[src/rtl/pbs_ctrl.sv]
// Battle-turn sequencer: the player attacks, then the AI, with a win/loss check after each.
// Drives the datapath strobes and reports turn count, busy and game-over status.
module pbs_ctrl #(
    parameter int unsigned CALC_CYCLES   = 2,
    parameter int unsigned SETTLE_CYCLES = 2,
    parameter int unsigned TURN_W        = 4
) (
    input  logic              clk,
    input  logic              rst,
    input  logic              move_valid,
    input  logic [1:0]        move_sel,
    input  logic [3:0]        p_hp,
    input  logic [3:0]        AI_hp,
    output logic              target,
    output logic [1:0]        p_move,
    output logic              actr,
    output logic              calc_dmg,
    output logic              app_dmg,
    output logic              busy,
    output logic [TURN_W-1:0] turn_cnt,
    output logic              p_win,
    output logic              ai_win
);

    typedef enum logic [3:0] {
        IDLE, P_SEL, P_LOAD, P_CALC, P_SETTLE, P_CHECK,
        A_SEL, A_LOAD, A_CALC, A_SETTLE, A_CHECK, GAME_OVER
    } state_t;

    localparam logic [3:0] CALC_LD   = 4'(CALC_CYCLES - 1);
    localparam logic [3:0] SETTLE_LD = 4'(SETTLE_CYCLES - 1);

    state_t            state_q, state_d;
    logic [3:0]        cnt_q, cnt_d;
    logic              target_q, actr_q, calc_q, app_q, busy_q, p_win_q, ai_win_q;
    logic [1:0]        p_move_q;
    logic [TURN_W-1:0] turn_q;

    always_comb begin
        state_d = state_q;
        cnt_d   = cnt_q;
        case (state_q)
            IDLE:      if (move_valid) state_d = P_SEL;
            P_SEL:     state_d = P_LOAD;
            P_LOAD:    begin state_d = P_CALC; cnt_d = CALC_LD; end
            P_CALC:    if (cnt_q == 4'd0) begin
                           state_d = P_SETTLE;
                           cnt_d   = SETTLE_LD;
                       end else cnt_d = cnt_q - 4'd1;
            P_SETTLE:  if (cnt_q == 4'd0) state_d = P_CHECK;
                       else cnt_d = cnt_q - 4'd1;
            // Only the side just attacked is examined.
            P_CHECK:   state_d = (AI_hp == 4'd0) ? GAME_OVER : A_SEL;
            A_SEL:     state_d = A_LOAD;
            A_LOAD:    begin state_d = A_CALC; cnt_d = CALC_LD; end
            A_CALC:    if (cnt_q == 4'd0) begin
                           state_d = A_SETTLE;
                           cnt_d   = SETTLE_LD;
                       end else cnt_d = cnt_q - 4'd1;
            A_SETTLE:  if (cnt_q == 4'd0) state_d = A_CHECK;
                       else cnt_d = cnt_q - 4'd1;
            A_CHECK:   state_d = (p_hp == 4'd0) ? GAME_OVER : IDLE;
            GAME_OVER: state_d = GAME_OVER;
            default:   state_d = IDLE;
        endcase
    end

    // Outputs are decoded from the next state so they line up with the state register.
    always_ff @(posedge clk) begin
        if (!rst) begin
            state_q  <= IDLE;
            cnt_q    <= '0;
            target_q <= 1'b0;
            actr_q   <= 1'b0;
            calc_q   <= 1'b0;
            app_q    <= 1'b0;
            busy_q   <= 1'b0;
            p_win_q  <= 1'b0;
            ai_win_q <= 1'b0;
            p_move_q <= '0;
            turn_q   <= '0;
        end else begin
            state_q <= state_d;
            cnt_q   <= cnt_d;
            if (state_q == IDLE && move_valid)
                p_move_q <= move_sel;
            calc_q <= (state_d == P_CALC) || (state_d == A_CALC);
            app_q  <= (state_d == P_LOAD) || (state_d == A_LOAD);
            busy_q <= !((state_d == IDLE) || (state_d == GAME_OVER));
            // target/actr are held outside the attack phases so they never glitch.
            if (state_d inside {P_SEL, P_LOAD, P_CALC, P_SETTLE, P_CHECK}) begin
                target_q <= 1'b1;
                actr_q   <= 1'b0;
            end else if (state_d inside {A_SEL, A_LOAD, A_CALC, A_SETTLE, A_CHECK}) begin
                target_q <= 1'b0;
                actr_q   <= 1'b1;
            end
            if (state_q == A_CHECK && state_d == IDLE && turn_q != '1)
                turn_q <= turn_q + TURN_W'(1);
            if (state_q == P_CHECK && state_d == GAME_OVER)
                p_win_q <= 1'b1;
            if (state_q == A_CHECK && state_d == GAME_OVER)
                ai_win_q <= 1'b1;
        end
    end

    assign target   = target_q;
    assign actr     = actr_q;
    assign calc_dmg = calc_q;
    assign app_dmg  = app_q;
    assign busy     = busy_q;
    assign p_move   = p_move_q;
    assign turn_cnt = turn_q;
    assign p_win    = p_win_q;
    assign ai_win   = ai_win_q;

endmodule
[config.mk]
export PLATFORM = sky130hd
export DESIGN_NAME = pbs_ctrl
export DESIGN_NICKNAME = d
export VERILOG_FILES = /design/src/rtl/pbs_ctrl.sv
export SDC_FILE = /design/constraint.sdc
export NUM_CORES = 1
export LEC_CHECK = 0
export ABC_AREA = 1
export BUFFER_PORTS_ARGS = -buffer_cell sky130_fd_sc_hd__buf_2
export CORE_UTILIZATION = 48
export CTS_CLUSTER_SIZE = 8
export DETAILED_ROUTE_END_ITERATION = 10
export PLACE_DENSITY = 0.7
export SLEW_MARGIN = 5
export SYNTH_ARGS = -nofsm -noshare
export SYNTH_HDL_FRONTEND = slang
export SYNTH_SLANG_ARGS = --single-unit
[constraint.sdc]
create_clock -name clk -period 1.54 [get_ports clk]
set_input_delay 0.077 -clock clk [delete_from_list [all_inputs] [get_ports clk]]
set_output_delay 0.077 -clock clk [all_outputs]
set_load 0.02 [all_outputs]
==> results of run 1 <==
## metal layers
layer | global-route usage | share of wire | up-vias
met5 | 0 | 0 | -
met4 | 0.118 | 0.023 | 0
met3 | 0.0348 | 0.042 | 9
met2 | 0.411 | 0.50 | 37
met1 | 0.316 | 0.44 | 628
li1 | - | - | 676
## worst max path at each step
stage          slack, ps           to  depth (start not counted)       start
6_report             -40  turn_cnt[2]                         10  state_q[3]
5_1_grt             -170  turn_cnt[2]                         10  state_q[2]
4_1_cts              -50  turn_cnt[3]                         11    cnt_q[1]
3_5_place_dp         -80  turn_cnt[1]                         11    cnt_q[1]
3_3_place_gp         -50  turn_cnt[1]                         11    cnt_q[0]
2_1_floorplan         50  turn_cnt[2]                         11    cnt_q[0]
## state kept, by name, summed over array words and instances, names as in the netlist
signal,count
p_move,2
actr,1
app_dmg,1
target,1
p_win,1
cnt_q,4
ai_win,1
busy,1
turn_cnt,4
calc_dmg,1
state_q,4
## logic make-up after synthesis
family	after synthesis	share of synthesized area
AND/OR/NAND/NOR	104	0.381
adder cells (fa/ha/maj)	3	0.0309
buffers and inverters	28	0.0864
flip-flops	21	0.346
AO/OA/AOI/OAI	26	0.142
XOR/XNOR	2	0.0144
## worst max-delay path: cells and delay by family (launching register included)
family / cells / cell delay, ps
DFF: 1 / 420
AOI/OAI and AO/OA: 1 / 140
buffers and inverters: 2 / 110
and+or+nand+nor: 7 / 840
## what timing repair did
item,in CTS,in global routing
buffers inserted,2,5
setup endpoints to repair,8,13
resized for setup,23,32
pin swaps,13,17
## final cells by class
class	count	area (sq um)
multi-input combinational	135	837
inverter	26	100
clock inverter	1	5.00
timing repair buffer	42	253
sequential	21	438
tap	28	35.0
clock buffer	3	22.5
fill	195	607
## cell usage in the layout (no fill, tap or decap), types with 3 or more instances in the layout
master    synthesis  final
a21oi_1          11      9
inv_1            22     17
nand2_1          41     32
dfxtp_1          21     15
nand2_2           3     11
buf_2             0     25
nor2_2            2     10
dfxtp_4           0      4
buf_4             0     17
nand3_1          11      5
o21ai_0           8      7
nor2_4            2      5
nand3_2           4      8
nor3_1            3      3
nor2_1           37     26
inv_2             4      8
clkbuf_4          0      3
## per-stage QoR
step / setup slack, ps / hold WS, ps / setup TNS [ps]
global route: -168 / 65.3 / -1170
detailed placement: -75.3 / 369 / -356
CTS: -46.1 / 33.7 / -140
global placement: -51.6 / 353 / -157
finish: -39.4 / 30.4 / -154
floorplan: 54.1 / 268 / 0
## power groups by stage
| stage | Combinational (W) | Clock [W] | Sequential (W) |
|---|---|---|---|
| floorplan | 0.000518 | 0 | 0.000738 |
| global placement | 0.000829 | 0 | 0.000690 |
| detailed placement | 0.000851 | 0 | 0.000695 |
| CTS | 0.000972 | 0.000283 | 0.000691 |
| global route | 0.00119 | 0.000296 | 0.000714 |
| finish | 0.00109 | 0.000277 | 0.000705 |
==> results.py, run 1 <==
metrics = {
    "logic_synthesis": {
        "ys_ff_latch": 21,
        "synth-edff-count": 0,
        "postSynth.asyncResetShare": 0,
        "synth_top_cell_by_area": "dfxtp_1",
        "synth_top_area_frac": 0.346,
        "synth_ff_type": "dfxtp_1",
        "synth.most_common_cell": "nand2_1",
        "ys_warn_count": 0,
        "synth_area_leaders": "dfxtp_1, nand2_1, nor2_1, inv_1, a21oi_1",
        "netlist_area_sq_um": 1220,
        "ys_seq_area_frac": 0.346,
        "synth_fp_nets": 200,
        "ys_types": 25,
        "synth_common_cells": "nand2_1, nor2_1, inv_1",
        "syn-instance-count": 184,
        "syn_avg_cell_area_sq_um": 6.61,
    },
    "die": {
        "core_sq_um": 2300,
        "fp.dieW_um": 52.3,
        "start_util": 0.529,
        "io_pins": 26,
        "die_area_sq_um": 2740,
        "num_rows": 17,
        "die_height_um": 52.3,
    },
    "global_route": {
        "antenna_found_initial": 0,
        "grt_pass1_vias": 1174,
        "grt_start_max_net_pins": 13,
        "overflow": 0,
        "track_usage": 0.250,
        "grt_pass1_wl_um": 5000,
    },
    "detailed_routing": {
        "detail_route.wl_per_cell_um": 12.9,
        "drt_wl_total_um": 3300,
        "first_pass_iters": 4,
        "drt-initial-drc-count": 57,
        "drc": 0,
        "vias": 1350,
        "vias_per_cell": 5.27,
        "ant_nets": 0,
    },
    "worst_setup_path": {
        "crit_fanout": 5,
        "crit_slowest_cell": "dfxtp_4",
        "worstRegToRegCells": 10,
        "cp.arrival_ps": 1840,
        "max_stage_delay_ps": 420,
        "rr_endpoint": "turn_cnt[2]",
        "endpoint_kind": "flip-flop",
        "r2r_slack_ps": -40,
        "cp-start-kind": "flip-flop",
        "worstPathCellList": "inv_4 -> nand2_4 -> nor2_1 -> nand2_1 -> nand3_2 -> nor2_4 -> inv_2 -> nor2_4 -> nand3_2 -> a21oi_2",
        "crit_type": "reg2reg",
        "required_ps": 1800,
        "r2r_start": "state_q[3]",
    },
    "timing": {
        "maxSlewHeadroom": 0.692,
        "fin_ws_ps": -39.4,
        "period_minus_slack_ps": 1580,
        "rsz0062_at_grt": "yes",
        "finClkSkew_ps": 2.01,
        "clock.fmax_ghz": 0.633,
        "worst_pin_slew_ps": 462,
        "finalHoldViolCount": 0,
        "post-route-period-util": 1.03,
        "setup-violations-final": 6,
        "slew_violations": 0,
    },
    "pwr": {
        "power.leakage_nw": 0.831,
        "ir_drop_mv": 0.878,
        "internal_power_w": 0.00117,
        "power.total_w": 0.00207,
        "power_switching_w": 0.000897,
        "switching_share": 0.434,
        "pwr-share-comb": 0.525,
        "seqPwrFrac": 0.341,
        "power_frac_clock": 0.134,
        "power_density_nw_per_um2": 1220,
    },
    "finish": {
        "diodes": 0,
        "final_cell_count_no_fill": 256,
        "syn_to_final_growth_pct": 39.0,
        "postLayoutCoreUtil": 0.736,
        "final_area_sq_um": 1690,
        "drive_gt1_frac": 0.461,
        "finalNetCount": 245,
    },
    "placement": {
        "dp_hpwl_um": 2350,
        "portBuffers": 25,
        "numPlacedInstances": 247,
        "dpl_cell_area_sq_um": 1460,
        "gp_congestion": 0.935,
    },
    "run": {
        "cap_violations": 0,
    },
    "outcome": {
        "status": "finished, violations left",
        "violations": "setup timing",
    },
    "clock_network": {
        "insertion_delay_ps": 320,
        "cts.sinks": 21,
        "htree_levels": 1,
        "numCtsBuffers": 3,
        "cts_tree": "yes",
        "clockBufferDepth": 2,
        "cts-root-buf": "clkbuf_4",
        "clkTransAtPathRegs_ps": 120,
        "cts-hold-fix-buffers": 0,
    },
    "min_path": {
        "hold_path_class": "in2reg",
        "hold_end": "p_move[1]",
        "holdCritStartpoint": "move_sel[1]",
        "whs_path_depth": 3,
    },
}
Power figures use the tool's default switching activity.
==> run 2, diff against run 1 <==
- SETUP_SLACK_MARGIN: not set -> 0.15
==> results.py, run 2 (synthesized netlist as in run 1, its figures left out) <==
metrics = {
    "worst_setup_path": {
        "cp.arrival_ps": 1740,
        "endpoint_kind": "flip-flop",
        "cp-start-kind": "flip-flop",
        "required_ps": 1780,
        "crit_fanout": 5,
        "crit_type": "reg2reg",
    },
    "clock_network": {
        "htree_levels": 1,
        "clkTransAtPathRegs_ps": 120,
        "cts_tree": "yes",
        "cts-root-buf": "clkbuf_4",
        "clockBufferDepth": 2,
        "insertion_delay_ps": 300,
        "cts.sinks": 21,
        "numCtsBuffers": 3,
        "cts-hold-fix-buffers": 0,
    },
    "global_route": {
        "grt_pass1_wl_um": 4860,
        "grt_start_max_net_pins": 13,
        "antenna_found_initial": 0,
        "grtUsageMet1": 0.271,
        "track_usage": 0.245,
        "gr-usage-met3": 0.0377,
        "grt_busiest_layer": "met2",
        "grt_pass1_vias": 1175,
        "grtUsageMet2": 0.462,
        "overflow": 0,
    },
    "placement": {
        "gp_congestion": 0.971,
        "dpl_cell_area_sq_um": 1420,
        "portBuffers": 25,
        "dp_hpwl_um": 2290,
        "numPlacedInstances": 238,
    },
    "pwr": {
        "ir_drop_mv": 0.976,
        "power.leakage_nw": 0.807,
        "power_density_nw_per_um2": 1240,
    },
    "die": {
        "die_height_um": 52.3,
        "io_pins": 26,
        "core_sq_um": 2300,
        "start_util": 0.529,
        "die_area_sq_um": 2740,
        "fp.dieW_um": 52.3,
        "num_rows": 17,
    },
    "detailed_routing": {
        "vias": 1327,
        "drt_wl_total_um": 3240,
        "first_pass_iters": 4,
        "ant_nets": 0,
        "vias_per_cell": 5.29,
        "drc": 0,
        "drt-initial-drc-count": 43,
        "detail_route.wl_per_cell_um": 12.9,
    },
    "timing": {
        "post-route-period-util": 0.979,
        "setup-violations-final": 0,
        "finClkSkew_ps": 2.63,
        "maxSlewHeadroom": 0.732,
        "clock.fmax_ghz": 0.663,
        "finalHoldViolCount": 0,
        "period_minus_slack_ps": 1510,
        "worst_pin_slew_ps": 402,
        "slew_violations": 0,
        "rsz0062_at_grt": "yes",
    },
    "finish": {
        "diodes": 0,
        "final_cell_mix": "nand2_1, nor2_1, buf_2",
        "final_area_sq_um": 1610,
        "mostFrequentLayoutCell": "nand2_1",
        "syn_to_final_growth_pct": 32.1,
        "fillers": 207,
        "finalNetCount": 240,
        "drive_gt1_frac": 0.395,
        "final_cell_count_no_fill": 251,
    },
    "min_path": {
        "hold_path_class": "in2reg",
    },
    "run": {
        "cap_violations": 0,
    },
    "outcome": {
        "status": "finished clean",
    },
}
-- run 2: cell count changes in the layout (fill, tap and decap cells not counted), moves of 2 or more --
cell,before,now
buf_4,17,12
nand2_1,32,38
nand2_2,11,6
nand3_1,5,9
nand3_2,8,5
o21ai_0,7,5
o21ai_1,0,2
-- run 2: layout make-up --
class / count / area, sq um / area share
multi-input cells: 135 / 791 / 0.492
flip-flops and latches: 21 / 438 / 0.273
repair buffers: 37 / 215 / 0.134
inverters: 26 / 100 / 0.0623
well taps: 28 / 35.0 / 0.0218
clock buffers: 3 / 22.5 / 0.0140
clock inverters: 1 / 5.00 / 0.00312
-- run 2: critical path, stage by stage (launching register included) --
cell,delay (ps)
dfxtp_4,420
nand2_2,90
inv_1,120
nand2_1,120
nand2_1,160
a21oi_2,90
o21ai_0,100
nand2_1,140
nor3_1,200
-- run 2: path summary, 6_finish.rpt --
path,endpoint,slack [ps],depth (start not counted),start
max,cnt_q[2],30,8,state_q[1]
min,p_move[1],50,3,move_sel[1]
max reg2reg,cnt_q[2],30,8,state_q[1]
min reg2reg,p_move[1],460,2,p_move[1]
-- run 2: what timing repair did --
item,CTS,global route
gates resized for setup,21,15
pin swaps,11,4
buffers inserted,8,1
endpoints found under the setup margin,12,13
-- run 2: layer usage --
metal,wire (um),vias to the layer above
met5,0,-
met4,78,0
met3,135,12
met2,1660,47
met1,1370,608
li1,-,660
-- run 2: power breakdown --
| part | switching, W | internal (W) |
|---|---|---|
| combinational | 0.000616 | 0.000396 |
| sequential | 0.0000721 | 0.000638 |
| clock | 0.000175 | 0.0000969 |
| total | 0.000863 | 0.00113 |
-- run 2: stage by stage --
| stage | hold WS (ps) | setup WS [ps] | power [W] | setup TNS, ps | utilization |
|---|---|---|---|---|---|
| 2_1_floorplan | 268 | 141 | 0.00131 | 0 | - |
| 3_3_place_gp | 365 | -24.7 | 0.00150 | -66.0 | 0.617 |
| 3_5_place_dp | 374 | -68.8 | 0.00152 | -191 | 0.617 |
| 4_1_cts | 48.3 | 40.5 | 0.00191 | 0 | 0.679 |
| 5_1_grt | 50.1 | -115 | 0.00213 | -622 | 0.699 |
| 6_report | 52.4 | 31.7 | 0.00199 | 0 | 0.699 |
==> run 3, diff against run 2 <==
- PLACE_DENSITY: 0.7 -> not set
- PLACE_DENSITY_LB_ADDON: not set -> 0.3
==> results.py, run 3 (synthesized netlist as in run 1, its figures left out) <==
metrics = {
    "placement": {
        "numPlacedInstances": 243,
        "dp_hpwl_um": 2220,
        "portBuffers": 25,
        "dpl_cell_area_sq_um": 1450,
        "gp_congestion": 0.939,
    },
    "global_route": {
        "grt_pass1_vias": 1276,
        "overflow": 0,
        "grt_pass1_wl_um": 5320,
        "track_usage": 0.263,
        "antenna_found_initial": 0,
        "grt_start_max_net_pins": 13,
    },
    "timing": {
        "post-route-period-util": 1.00,
        "clock.fmax_ghz": 0.647,
        "setup-violations-final": 2,
        "rsz0062_at_grt": "yes",
        "finClkSkew_ps": 6.10,
        "hold_slack_ps": 65.7,
        "finalHoldViolCount": 0,
        "slew_violations": 0,
        "period_minus_slack_ps": 1550,
        "worst_pin_slew_ps": 429,
        "maxSlewHeadroom": 0.713,
        "fin_ws_ps": -6.68,
    },
    "pwr": {
        "power.leakage_nw": 0.867,
        "power.total_w": 0.00210,
        "ir_drop_mv": 0.952,
        "power_density_nw_per_um2": 1200,
    },
    "die": {
        "start_util": 0.529,
        "core_sq_um": 2300,
        "die_height_um": 52.3,
        "die_area_sq_um": 2740,
        "num_rows": 17,
        "io_pins": 26,
        "fp.dieW_um": 52.3,
    },
    "worst_setup_path": {
        "required_ps": 1790,
        "cp.arrival_ps": 1790,
        "path_common_cell": "nand2_2",
        "crit_slowest_cell": "dfxtp_4",
        "rr_endpoint": "turn_cnt[3]",
        "crit_fanout": 5,
        "r2r_start": "state_q[3]",
        "endpoint_kind": "flip-flop",
        "max_stage_delay_ps": 390,
        "cp-start-kind": "flip-flop",
        "worstPathCellList": "inv_4 -> nor2_2 -> buf_6 -> nand2_4 -> nand2_2 -> nand2_2 -> nand2_2 -> nor2_2 -> nand3_2 -> nor2_4 -> nand3_2 -> a21oi_2",
        "worstRegToRegCells": 12,
        "crit_type": "reg2reg",
        "r2r_slack_ps": -7,
        "setup.worst_path.start": "state_q[3]",
    },
    "min_path": {
        "hold_end": "p_move[0]",
        "holdCritStartpoint": "move_sel[0]",
        "whs_path_depth": 3,
        "hold_path_class": "in2reg",
    },
    "clock_network": {
        "htree_levels": 1,
        "clkTransAtPathRegs_ps": 120,
        "clockBufferDepth": 2,
        "cts.sinks": 21,
        "insertion_delay_ps": 300,
        "cts-root-buf": "clkbuf_4",
        "numCtsBuffers": 3,
        "cts_tree": "yes",
        "cts-hold-fix-buffers": 0,
    },
    "finish": {
        "final_cell_mix": "nand2_1, nor2_1, buf_2",
        "final_area_sq_um": 1760,
        "finalNetCount": 251,
        "final_cell_count_no_fill": 262,
        "mostFrequentLayoutCell": "nand2_1",
        "postLayoutCoreUtil": 0.764,
        "diodes": 0,
        "syn_to_final_growth_pct": 44.3,
        "drive_gt1_frac": 0.479,
    },
    "detailed_routing": {
        "vias": 1350,
        "detail_route.wl_per_cell_um": 12.5,
        "vias_per_cell": 5.15,
        "ant_nets": 0,
        "first_pass_iters": 5,
        "drc": 0,
        "drt_wl_total_um": 3280,
        "drt-initial-drc-count": 37,
    },
    "outcome": {
        "status": "finished, violations left",
        "violations": "setup timing",
    },
    "run": {
        "cap_violations": 0,
    },
}
==> run 3: cell types whose count changed in the layout (fill, tap and decap cells not counted), sizes merged <==
| cell | before | now |
|---|---|---|
| clkbuf | 3 | 4 |
| clkinv | 1 | 0 |
| buf | 37 | 48 |
==> run 3: critical path, delay by kind of cell, from the launching register on <==
family	cells	cell delay, ps
AND/OR/NAND/NOR	9	800
AO/OA/AOI/OAI	1	120
buffers and inverters	2	190
flip-flops	1	390
==> run 3: cell type report <==
class,count,area [sq um]
clock buffers,4,26.3
inverters,26,105
multi-input cells,135,838
flip-flops and latches,21,438
repair buffers,48,313
fillers,169,542
well taps,28,35.0
==> run 3: power by group <==
group	switching [W]	internal, W
Sequential	0.0000756	0.000638
Clock	0.000168	0.000101
Combinational	0.000644	0.000473
Total	0.000888	0.00121
==> run 3: metrics by stage <==
| stage | setup WS [ps] | TNS, ps |
|---|---|---|
| 2_1_floorplan | 141 | 0 |
| 3_3_place_gp | -24.5 | -47.2 |
| 3_5_place_dp | -29.2 | -30.1 |
| 4_1_cts | 54.8 | 0 |
| 5_1_grt | -128 | -838 |
| 6_report | -6.68 | -9.48 |
==> run 3: metal layers <==
| layer | up-vias | GRT usage | routed length [um] |
|---|---|---|---|
| met5 | - | 0 | 0 |
| met4 | 0 | 0.105 | 72 |
| met3 | 11 | 0.0493 | 133 |
| met2 | 53 | 0.460 | 1630 |
| met1 | 602 | 0.311 | 1450 |
| li1 | 684 | - | - |
==> run 3: repair_timing <==
action / 4_1_cts / 5_1_grt
pin swaps: 25 / 10
endpoints found under the setup margin: 12 / 15
endpoints found under the hold margin: 0 / 0
resized for setup: 50 / 8
setup buffers: 12 / 3
==> run 3: how the worst max path moves through the flow <==
stage	to	slack, ps	cells after the start
5_1_grt	turn_cnt[3]	-130	10
3_5_place_dp	turn_cnt[3]	-30	10
2_1_floorplan	turn_cnt[0]	140	12
6_report	turn_cnt[3]	-7	12
3_3_place_gp	turn_cnt[1]	-20	10
4_1_cts	turn_cnt[0]	50	11
